File: src/rtl/mux_ctrl_rr_pkg.sv
// Shared definitions for the crossbar select controller: integration sizes,
// arbiter state encoding and the select-field width helper.
package mux_ctrl_rr_pkg;

    localparam int PORT_NUB_TOTAL = 4;
    localparam int DATA_WIDTH     = 8;

    typedef enum logic {
        ST_IDLE = 1'b0,
        ST_LOCK = 1'b1
    } arb_state_e;

    // Select-field width; never collapses to zero bits.
    function automatic int sel_width(input int n);
        return (n < 2) ? 1 : $clog2(n);
    endfunction

endpackage

File: src/rtl/mux_arb_cell.sv
// One output's arbiter: round-robin or fixed-priority winner pick, packet lock
// FSM, rotating pointer and last select. The winner is combinational; state is registered.
module mux_arb_cell
    import mux_ctrl_rr_pkg::*;
#(
    parameter int  PORT_NUB  = 4,
    parameter int  MODE      = 1,
    localparam int WIDTH_SEL = sel_width(PORT_NUB)
) (
    input  logic                 clk,
    input  logic                 rst,
    input  logic [PORT_NUB-1:0]  req_i,
    input  logic [PORT_NUB-1:0]  last_i,
    input  logic                 full_i,
    output logic                 accept_o,
    output logic [WIDTH_SEL-1:0] sel_o,
    output logic [PORT_NUB-1:0]  grant_o,
    output logic                 busy_o
);

    localparam logic [WIDTH_SEL-1:0] LAST_IDX = WIDTH_SEL'(PORT_NUB - 1);

    arb_state_e           fsm_q, fsm_d;
    logic [WIDTH_SEL-1:0] ptr_q, ptr_d;
    logic [WIDTH_SEL-1:0] owner_q, owner_d;
    logic [WIDTH_SEL-1:0] last_sel_q, last_sel_d;

    logic                 found_s;
    logic [WIDTH_SEL-1:0] win_s;
    logic [WIDTH_SEL-1:0] idx_s;
    logic                 accept_s;
    logic                 win_last_s;
    int                   idx_i;

    // Winner selection: in LOCK only the owner is eligible.
    always_comb begin
        found_s = 1'b0;
        win_s   = '0;
        idx_i   = 0;
        idx_s   = '0;
        case (fsm_q)
            ST_IDLE: begin
                if (MODE == 1) begin
                    for (int k = 0; k < PORT_NUB; k++) begin
                        idx_i = int'(ptr_q) + k;
                        idx_i = (idx_i >= PORT_NUB) ? (idx_i - PORT_NUB) : idx_i;
                        idx_s = WIDTH_SEL'(idx_i);
                        if (!found_s && req_i[idx_s]) begin
                            found_s = 1'b1;
                            win_s   = idx_s;
                        end else begin
                            found_s = found_s;
                        end
                    end
                end else begin
                    for (int k = 0; k < PORT_NUB; k++) begin
                        idx_s = WIDTH_SEL'(k);
                        if (req_i[idx_s]) begin
                            found_s = 1'b1;
                            win_s   = idx_s;
                        end else begin
                            found_s = found_s;
                        end
                    end
                end
            end
            ST_LOCK: begin
                found_s = req_i[owner_q];
                win_s   = owner_q;
            end
            default: begin
                found_s = 1'b0;
                win_s   = '0;
            end
        endcase
    end

    assign win_last_s = last_i[win_s];
    assign accept_s   = found_s & ~full_i;

    // Next-state: nothing moves unless a beat is accepted, so the lock survives backpressure.
    always_comb begin
        fsm_d      = fsm_q;
        ptr_d      = ptr_q;
        owner_d    = owner_q;
        last_sel_d = last_sel_q;
        if (accept_s) begin
            last_sel_d = win_s;
            if (win_last_s) begin
                fsm_d = ST_IDLE;
                if (MODE == 1) begin
                    ptr_d = (win_s == LAST_IDX) ? '0 : (win_s + WIDTH_SEL'(1));
                end else begin
                    ptr_d = ptr_q;
                end
            end else begin
                fsm_d   = ST_LOCK;
                owner_d = win_s;
            end
        end else begin
            fsm_d = fsm_q;
        end
    end

    // Output decode, forced quiet while reset is held.
    always_comb begin
        grant_o  = '0;
        accept_o = accept_s & ~rst;
        busy_o   = (fsm_q == ST_LOCK) & ~rst;
        if (rst) begin
            sel_o = '0;
        end else if (found_s) begin
            sel_o = win_s;
        end else if (fsm_q == ST_LOCK) begin
            sel_o = owner_q;
        end else begin
            sel_o = last_sel_q;
        end
        if (accept_s && !rst) begin
            grant_o[win_s] = 1'b1;
        end else begin
            grant_o = '0;
        end
    end

    // Arbiter state registers.
    always_ff @(posedge clk or posedge rst) begin
        if (rst) begin
            fsm_q      <= ST_IDLE;
            ptr_q      <= '0;
            owner_q    <= '0;
            last_sel_q <= '0;
        end else begin
            fsm_q      <= fsm_d;
            ptr_q      <= ptr_d;
            owner_q    <= owner_d;
            last_sel_q <= last_sel_d;
        end
    end

endmodule

File: src/rtl/mux_ctrl_rr.sv
// Crossbar select controller: transposes input-major request/last vectors into
// per-output vectors and runs one independent arbiter cell per output port.
module mux_ctrl_rr
    import mux_ctrl_rr_pkg::*;
#(
    parameter int  PORT_NUB  = PORT_NUB_TOTAL,
    parameter int  MODE      = 1,
    localparam int WIDTH_SEL = sel_width(PORT_NUB)
) (
    input  logic                          clk,
    input  logic                          rst,
    input  logic [PORT_NUB*PORT_NUB-1:0]  port_vaild,
    input  logic [PORT_NUB*PORT_NUB-1:0]  port_last,
    input  logic [PORT_NUB-1:0]           full_in,
    output logic [PORT_NUB-1:0]           wr_en_out,
    output logic [WIDTH_SEL*PORT_NUB-1:0] mux_sel,
    output logic [PORT_NUB*PORT_NUB-1:0]  grant_out,
    output logic [PORT_NUB-1:0]           out_busy
);

    for (genvar i = 0; i < PORT_NUB; i++) begin : g_out
        logic [PORT_NUB-1:0]  req_s;
        logic [PORT_NUB-1:0]  last_s;
        logic [PORT_NUB-1:0]  grant_s;
        logic [WIDTH_SEL-1:0] sel_s;
        logic                 acc_s;
        logic                 busy_s;

        for (genvar j = 0; j < PORT_NUB; j++) begin : g_in
            assign req_s[j]                  = port_vaild[j*PORT_NUB+i];
            assign last_s[j]                 = port_last[j*PORT_NUB+i];
            assign grant_out[j*PORT_NUB+i]   = grant_s[j];
        end

        mux_arb_cell #(
            .PORT_NUB (PORT_NUB),
            .MODE     (MODE)
        ) u_cell (
            .clk      (clk),
            .rst      (rst),
            .req_i    (req_s),
            .last_i   (last_s),
            .full_i   (full_in[i]),
            .accept_o (acc_s),
            .sel_o    (sel_s),
            .grant_o  (grant_s),
            .busy_o   (busy_s)
        );

        assign wr_en_out[i]                       = acc_s;
        assign mux_sel[i*WIDTH_SEL +: WIDTH_SEL]  = sel_s;
        assign out_busy[i]                        = busy_s;
    end

endmodule

File: config.mk
export PLATFORM = sky130hd
export DESIGN_NAME = mux_ctrl_rr
export DESIGN_NICKNAME = d
export VERILOG_FILES = /design/src/rtl/mux_ctrl_rr_pkg.sv /design/src/rtl/mux_arb_cell.sv /design/src/rtl/mux_ctrl_rr.sv
export SDC_FILE = /design/constraint.sdc
export NUM_CORES = 1
export LEC_CHECK = 0
export ABC_AREA = 1
export BUFFER_PORTS_ARGS = -buffer_cell sky130_fd_sc_hd__buf_2
export CORE_MARGIN = 3
export CORE_UTILIZATION = 40
export DETAILED_ROUTE_END_ITERATION = 10
export GPL_ROUTABILITY_DRIVEN = 1
export PLACE_DENSITY = 0.63
export SLEW_MARGIN = 20
export SYNTH_ARGS = -nofsm -noshare
export SYNTH_HDL_FRONTEND = slang
export SYNTH_HIERARCHICAL = 1
export SYNTH_SLANG_ARGS = --single-unit
File: constraint.sdc
create_clock -name clk -period 4.8 [get_ports clk]
set_input_delay 0.48 -clock clk [delete_from_list [all_inputs] [get_ports clk]]
set_output_delay 0.48 -clock clk [all_outputs]
set_load 0.02 [all_outputs]
Word level (Yosys, flattened, before mapping)
Index checks and enable logic that the tools add are counted.

word-level totals
  register bits after elaboration = 28
  latch bits = 0
  memory bits (writable) = 0
  memory bits (read-only) = 0
  memories = 0

operators by class
  $add $sub $neg = 32
  multipliers = 0
  div/mod/pow operators = 0
  $lt $le $gt $ge = 44
  eq/ne operators = 4
  shift-type cells = 0
  muxes and demuxes = 148
  bitwise operators = 25
  reductions and logical operators = 41

operator list
  operator               count
  $mux W2                48
  $lt A2 B3 Y1 const B   24
  $mux W1                60
  $bmux W1 S2            24
  $ge A3 B3 Y1 const B   12
  $sub A2 B1 Y2 const B  16
  $add A2 B2 Y3 const B  8
  $logic_and A1 B1 Y1    20
  $mux W4                4
  $pmux W2 S2            4
  $reduce_and A2 Y1      8
  $logic_not A1 Y1       13
  $not A1 Y1             13
  $add A2 B1 Y3 const B  4
  $and A1 B1 Y1          12
  $ge A2 B3 Y1 const B   4
  $add A2 B1 Y2 const B  4
  $demux W1 S2           4
  $eq A2 B2 Y1 const B   4
  $ge A2 B1 Y1 const B   4
  $pmux W1 S2            4

Longest topological paths before layout
  depth after elaboration = 23
  gate-level depth with buffers = 17
  depth with buffers taken out = 17

Hierarchy
The synthesis kept the hierarchy.

by module, submodules not included
  module                              instances  cells each  area an instance (um^2)  seq. area each (um^2)
  mux_arb_cell (g_out[0].u_cell ...)  3          143         908.4                    175.2
  mux_arb_cell (g_out[3].u_cell)      1          143         883.3                    175.2
  mux_ctrl_rr                         1          8           60.1                     0.0

Worst setup path after synthesis
OpenSTA, ideal clock, no wires.

  path kind = input to output
  from = in port_vaild[12]
  to = out grant_out[4]
  arrival = 1.806 ns
  data required time = 4.320 ns
  path slack = 2.514 ns
  stages on the path = 12
  cell sequence = inv_1 > nand2_2 > nand3_1 > nand2_2 > nor2_4 > nand3_1 > nand2_1 > nor2_1 > nor2_4 > ha_1 > inv_1 > nor2_1

on the way
  word-level cells in the longest chain between the ends = 21
  elaborated cells on any way between the ends = 37
  classes of those cells = order compare: 2; mux: 26; bitwise: 1; reduce/logical: 8

ends and longest elaborated chain
  element                                                                    RTL line             source
  from (decl)                                                                mux_ctrl_rr.sv:12    input logic [PORT_NUB*PORT_NUB-1:0] port_vaild,
  $bmux W1 S2                                                                mux_arb_cell.sv:48   if (!found_s && req_i[idx_s]) begin
  $mux W1 (implied by the code)                                              mux_arb_cell.sv:48
  $mux W1                                                                    mux_arb_cell.sv:48
  $mux W1                                                                    mux_arb_cell.sv:41   case (fsm_q)
  $logic_not A1 Y1                                                           mux_arb_cell.sv:48
  $logic_and A1 B1 Y1                                                        mux_arb_cell.sv:48
  $mux W1                                                                    mux_arb_cell.sv:48
  $mux W1                                                                    mux_arb_cell.sv:41
  (+5 left out)                                                              -
  $logic_and A1 B1 Y1                                                        mux_arb_cell.sv:48
  $mux W2                                                                    mux_arb_cell.sv:48
  $pmux W2 S2                                                                mux_arb_cell.sv:41
  $lt A2 B3 Y1 (implied by the code) / $ge A2 B1 Y1 (equally long branches)  mux_arb_cell.sv:120  grant_o[win_s] = 1'b1;
  $logic_and A1 B1 Y1 (implied by the code)                                  mux_arb_cell.sv:120
  $mux W1 (implied by the code)                                              mux_arb_cell.sv:120
  $demux W1 S2                                                               -
  $mux W4 (*)                                                                mux_arb_cell.sv:119  if (accept_s && !rst) begin
  to (decl)                                                                  mux_ctrl_rr.sv:17    output logic [PORT_NUB*PORT_NUB-1:0] grant_out,

Mark *: on every way between the ends. The rest lies on a longest branch, timed or not. The select of a mux whose other input is x is not followed.

Worst setup path after layout
  from = reg g_out[2].u_cell.ptr_q[0]
  to = out grant_out[14]

on the way
  word-level cells in the longest chain between the ends = 23
  elaborated cells on any way between the ends = 50
  classes of those cells = add/sub: 7; order compare: 6; mux: 28; bitwise: 1; reduce/logical: 8

ends and longest elaborated chain
  element                                                                    RTL line             source
  from (decl)                                                                mux_arb_cell.sv:24   logic [WIDTH_SEL-1:0] ptr_q, ptr_d;
  from (signal assigned)                                                     mux_arb_cell.sv:135  ptr_q <= ptr_d;
  $ge A2 B3 Y1 / $sub A2 B1 Y2 (equally long branches)                       mux_arb_cell.sv:46   idx_i = (idx_i >= PORT_NUB) ? (idx_i - PORT_NUB) : idx_i;
  $mux W2                                                                    mux_arb_cell.sv:46
  $bmux W1 S2                                                                mux_arb_cell.sv:48
  $mux W1 (implied by the code)                                              mux_arb_cell.sv:48
  $mux W1                                                                    mux_arb_cell.sv:48
  $mux W1                                                                    mux_arb_cell.sv:41
  $logic_not A1 Y1                                                           mux_arb_cell.sv:48
  $logic_and A1 B1 Y1                                                        mux_arb_cell.sv:48
  (+7 left out)                                                              -
  $logic_and A1 B1 Y1                                                        mux_arb_cell.sv:48
  $mux W2                                                                    mux_arb_cell.sv:48
  $pmux W2 S2                                                                mux_arb_cell.sv:41
  $lt A2 B3 Y1 (implied by the code) / $ge A2 B1 Y1 (equally long branches)  mux_arb_cell.sv:120
  $logic_and A1 B1 Y1 (implied by the code)                                  mux_arb_cell.sv:120
  $mux W1 (implied by the code)                                              mux_arb_cell.sv:120
  $demux W1 S2                                                               -
  $mux W4 (*)                                                                mux_arb_cell.sv:119

Marks and branches as above.

==> impl_results.html <==
<table>
<tr><th>Metric</th><th>Value</th></tr>
<tr><th colspan="2">Clocking</th></tr>
<tr><td>Number of hold-repair buffers added at the cts stage</td><td>0</td></tr>
<tr><td>Clk pin slew, worst setup/hold paths</td><td>90 ps</td></tr>
<tr><td>Clock Path Buffers</td><td>2</td></tr>
<tr><td>Number of gates given a new drive strength after cts</td><td>0</td></tr>
<tr><td>Insertion delay to the later sink of the worst-skew pair</td><td>between 200 and 300 ps</td></tr>
<tr><td>Postcts setup bufs</td><td>0</td></tr>
<tr><td>Num Clock Sinks</td><td>28</td></tr>
<tr><td>H-tree levels</td><td>1</td></tr>
<tr><td>TritonCTS clock tree</td><td>done</td></tr>
<tr><td>CTS Buf Count</td><td>3</td></tr>
<tr><td>Clock tree root buffer cell</td><td>sky130_fd_sc_hd__clkbuf_8</td></tr>
<tr><th colspan="2">Cells and area</th></tr>
<tr><td>Fraction of final layout cells with drive strength greater than 1</td><td>28.4%</td></tr>
<tr><td>Number of filler instances in the final layout</td><td>948</td></tr>
<tr><td>Cell area after layout</td><td>4080 sq um</td></tr>
<tr><td>Post-synthesis to final-layout area growth</td><td>11.3%</td></tr>
<tr><td>Net total in the final layout</td><td>692</td></tr>
<tr><td>Antenna fix cells</td><td>0</td></tr>
<tr><th colspan="2">Worst setup path</th></tr>
<tr><td>Worst Reg-to-Reg Cells</td><td>11</td></tr>
<tr><td>Classification of the worst setup path</td><td>flop to primary output</td></tr>
<tr><td>Critical Path Fanout Max</td><td>12</td></tr>
<tr><td>CP Data Arrival Time</td><td>2600 ps</td></tr>
<tr><td>Worst setup slack for register-to-register paths</td><td>2580 ps</td></tr>
<tr><td>Cells along the critical path</td><td>inv_2 &gt; nand2_1 &gt; nand2_2 &gt; nor2_1 &gt; nor2_2 &gt; nand3_2 &gt; nand2_2 &gt; a31oi_2 &gt; nand2_1 &gt; nor2_1 &gt; buf_2</td></tr>
<tr><td>Setup crit end kind</td><td>primary output</td></tr>
<tr><td>Critical register-to-register path endpoint</td><td>g_out[2].u_cell/ptr_q[0]</td></tr>
<tr><td>Required time of the worst setup path</td><td>4320 ps</td></tr>
<tr><td>Largest stage delay on the critical path</td><td>590 ps</td></tr>
<tr><td>Critical Path Start Type</td><td>flop</td></tr>
<tr><td>FF-to-FF Start</td><td>g_out[2].u_cell/ptr_q[0]</td></tr>
<tr><td>Slowest cell on the critical path</td><td>sky130_fd_sc_hd__dfrtp_1</td></tr>
<tr><th colspan="2">Run</th></tr>
<tr><td>Count of max-cap constraint violations</td><td>0</td></tr>
<tr><th colspan="2">Detailed routing</th></tr>
<tr><td>Count of nets left with antenna violations after detail routing</td><td>0</td></tr>
<tr><td>Via total after detailed routing</td><td>3585</td></tr>
<tr><td>Vias per Instance</td><td>between 4 and 5</td></tr>
<tr><td>Routed len/inst</td><td>between 10 and 15 um</td></tr>
<tr><td>Drt initial violations</td><td>139</td></tr>
<tr><td>Pre-Repair DR Iteration Count</td><td>4</td></tr>
<tr><td>Sum of routed wire length over all layers</td><td>just over 8 mm</td></tr>
<tr><td>Remaining DRCs</td><td>0</td></tr>
<tr><th colspan="2">Power</th></tr>
<tr><td>Power per cell area</td><td>802 nW/um^2</td></tr>
<tr><td>Maximum vdd drop</td><td>259 uV</td></tr>
<tr><td>Cell leakage power</td><td>2.41 nW</td></tr>
<tr><th colspan="2">STA</th></tr>
<tr><td>Total negative setup slack</td><td>0 ps</td></tr>
<tr><td>Min Clock Period, post-route</td><td>slightly above 3000 ps</td></tr>
<tr><td>Actual slew at the worst max-slew pin</td><td>around 570 ps</td></tr>
<tr><td>RSZ-0062 raised after global routing</td><td>false</td></tr>
<tr><td>Maximum clock rate</td><td>~320 MHz</td></tr>
<tr><td>Worst clock skew on the final layout</td><td>between 2 and 2.5 ps</td></tr>
<tr><td>Worst-case headroom to the max-slew limit</td><td>just over 60%</td></tr>
<tr><td>Final worst path period share</td><td>between 60 and 70%</td></tr>
<tr><td>Final Max Tran Viols</td><td>0</td></tr>
<tr><td>Final hold violation count</td><td>0</td></tr>
<tr><td># setup viols final</td><td>0</td></tr>
<tr><th colspan="2">Logic synthesis</th></tr>
<tr><td>Syn Nets</td><td>634</td></tr>
<tr><td>Top FF cell, synth</td><td>sky130_fd_sc_hd__dfrtp_1</td></tr>
<tr><td>Warning count from the yosys run</td><td>6</td></tr>
<tr><td>Gate count after technology mapping</td><td>580</td></tr>
<tr><td>Average cell area after synthesis</td><td>6.33 sq um</td></tr>
<tr><td>Post-synthesis async set-or-reset flop share</td><td>100%</td></tr>
<tr><td>Cell variety after synth</td><td>25</td></tr>
<tr><td>Share of synthesized area occupied by flip-flops and latches</td><td>19.1%</td></tr>
<tr><td>Number of synthesized flops with an enable pin</td><td>0</td></tr>
<tr><td>Post-synthesis register bit count</td><td>28</td></tr>
<tr><td>Total standard cell area after synthesis</td><td>about 3700 sq um</td></tr>
<tr><th colspan="2">Place</th></tr>
<tr><td>Count of input and output buffers</td><td>69</td></tr>
<tr><td>Global placement routability congestion</td><td>0.854</td></tr>
<tr><td>HPWL after detailed placement</td><td>6.83 mm</td></tr>
<tr><td>Area post-placement</td><td>4010 sq um</td></tr>
<tr><th colspan="2">Global route</th></tr>
<tr><td>Via count of the first global-routing pass</td><td>3179</td></tr>
<tr><td>Largest net degree at the start of global routing</td><td>17</td></tr>
<tr><td>Wire length of the first global-routing pass</td><td>roughly 14 mm</td></tr>
<tr><td>Initial antenna violation count</td><td>0</td></tr>
<tr><td>Global-route congestion overflow total</td><td>0</td></tr>
<tr><td>Tot GR Track Use</td><td>around 15%</td></tr>
<tr><th colspan="2">Outcome</th></tr>
<tr><td>Run status</td><td>finished clean</td></tr>
<tr><th colspan="2">Floorplanning</th></tr>
<tr><td>Io pins</td><td>70</td></tr>
<tr><td>Std-Cell Core Area</td><td>8810 sq um</td></tr>
<tr><td>Row cnt</td><td>34</td></tr>
<tr><td>Height of the die</td><td>roughly 100 um</td></tr>
<tr><td>Die Width</td><td>102 um</td></tr>
<tr><td>Effective utilization at floorplan</td><td>between 40% and 50%</td></tr>
<tr><td>Floorplan die area</td><td>10400 sq um</td></tr>
<tr><th colspan="2">Hold path</th></tr>
<tr><td>Path category of the worst min-delay check</td><td>input pin to asynchronous set/reset pin</td></tr>
</table>
metrics by stage:
stage	util, %	power [mW]	setup WS, ps	std cells	hold WS, ps
after floorplan	-	2.69	2510	580	308
after global placement	45.5	3.07	2070	741	489
after detailed placement	45.5	3.12	2000	741	490
after CTS	46.3	3.30	1680	745	253
after global routing	46.3	3.67	1400	745	262
final	46.3	3.27	1720	745	252
area by class of cell:
class	count	area (sq um)	area share (%)
Clock buffer	3	41.3	1.01
Clock inverter	1	30.0	0.736
Inverter	100	375	9.20
Multi-Input combinational cell	436	2450	60.1
Sequential cell	28	701	17.2
Tap cell	108	135	3.31
Timing Repair Buffer	69	345	8.46
report_power, final:
part           total [mW]  internal (mW)  switching (mW)
registers           0.489          0.346           0.143
logic                2.61          0.865            1.74
clock network       0.180          0.111          0.0682
total                3.27           1.32            1.95
flip-flops by register name (all words and copies together), names as in the netlist:
signal	count
g_out.u_cell/owner_q	8
g_out.u_cell/fsm_q	4
g_out.u_cell/ptr_q	8
g_out.u_cell/last_sel_q	8
logic make-up (layout without fill, tap and decap cells):
| logic type | after synthesis | in the layout | share of synthesized area, % |
|---|---|---|---|
| AOI/OAI and AO/OA | 56 | 56 | 11.8 |
| and+or+nand+nor | 364 | 364 | 49.7 |
| DFF | 28 | 28 | 19.1 |
| adders and majority gates | 16 | 16 | 5.46 |
| buffers and inverters | 116 | 173 | 14.0 |
worst max-delay path: cells and delay by family, from the launching register on:
kind | cells | cell delay (ps)
AOI/OAI and AO/OA | 1 | 460
and+or+nand+nor | 8 | 930
DFF | 1 | 590
buffers and inverters | 2 | 330
cells in the mapped netlist, types with 11 or more instances:
library cell | count | area share (%)
sky130_fd_sc_hd__o21ai_0 | 25 | 3.4
sky130_fd_sc_hd__inv_2 | 12 | 1.2
sky130_fd_sc_hd__nand2_2 | 41 | 7.0
sky130_fd_sc_hd__ha_1 | 16 | 5.5
sky130_fd_sc_hd__nand3_2 | 12 | 3.3
sky130_fd_sc_hd__dfrtp_1 | 28 | 19
sky130_fd_sc_hd__nor2_1 | 27 | 2.8
sky130_fd_sc_hd__inv_1 | 88 | 9.0
sky130_fd_sc_hd__nand2_1 | 203 | 21
sky130_fd_sc_hd__buf_4 | 11 | 2.3
sky130_fd_sc_hd__nand3_1 | 42 | 5.7
sky130_fd_sc_hd__nor2_2 | 13 | 2.2
per-layer routing:
metal | up-vias | track usage [%] | share of wire [%]
li1 | 1904 | - | -
met1 | 1608 | 20.9 | 46
met2 | 71 | 27.7 | 49
met3 | 2 | 1.52 | 4.5
met4 | 0 | 1.53 | 0.19
met5 | - | 0 | 0
placed cells by master, fill, tap and decap left out:
cell type / n
sky130_fd_sc_hd__nand2_1: 203
sky130_fd_sc_hd__o21ai_1: 3
sky130_fd_sc_hd__a21oi_1: 4
sky130_fd_sc_hd__o21ai_2: 1
sky130_fd_sc_hd__dfrtp_1: 28
sky130_fd_sc_hd__buf_2: 69
sky130_fd_sc_hd__nand2_4: 4
sky130_fd_sc_hd__inv_1: 88
sky130_fd_sc_hd__bufinv_16: 1
sky130_fd_sc_hd__a31oi_4: 1
sky130_fd_sc_hd__nor2_1: 27
sky130_fd_sc_hd__ha_1: 16
sky130_fd_sc_hd__nand3_4: 6
sky130_fd_sc_hd__nand3_1: 42
sky130_fd_sc_hd__nand4_1: 8
sky130_fd_sc_hd__nand2_2: 41
sky130_fd_sc_hd__clkbuf_8: 3
sky130_fd_sc_hd__nor2_4: 8
sky130_fd_sc_hd__a211oi_1: 4
sky130_fd_sc_hd__o21ai_0: 25
sky130_fd_sc_hd__nor2_2: 13
sky130_fd_sc_hd__nand3_2: 12
sky130_fd_sc_hd__a31oi_2: 3
sky130_fd_sc_hd__o21ai_4: 7
sky130_fd_sc_hd__o211ai_1: 8
sky130_fd_sc_hd__inv_2: 12
worst max-delay path by stage:
stage / startpoint / endpoint / slack [ps]
3_3_place_gp: g_out[2].u_cell/ptr_q[0] / grant_out[10] / 2070
4_1_cts: g_out[2].u_cell/ptr_q[0] / grant_out[2] / 1680
3_5_place_dp: g_out[2].u_cell/ptr_q[0] / grant_out[2] / 2000
5_1_grt: g_out[2].u_cell/ptr_q[0] / grant_out[2] / 1400
2_1_floorplan: port_vaild[12] / grant_out[4] / 2510
6_report: g_out[2].u_cell/ptr_q[0] / grant_out[14] / 1720
No activity file was read; power rests on OpenSTA's default activity.
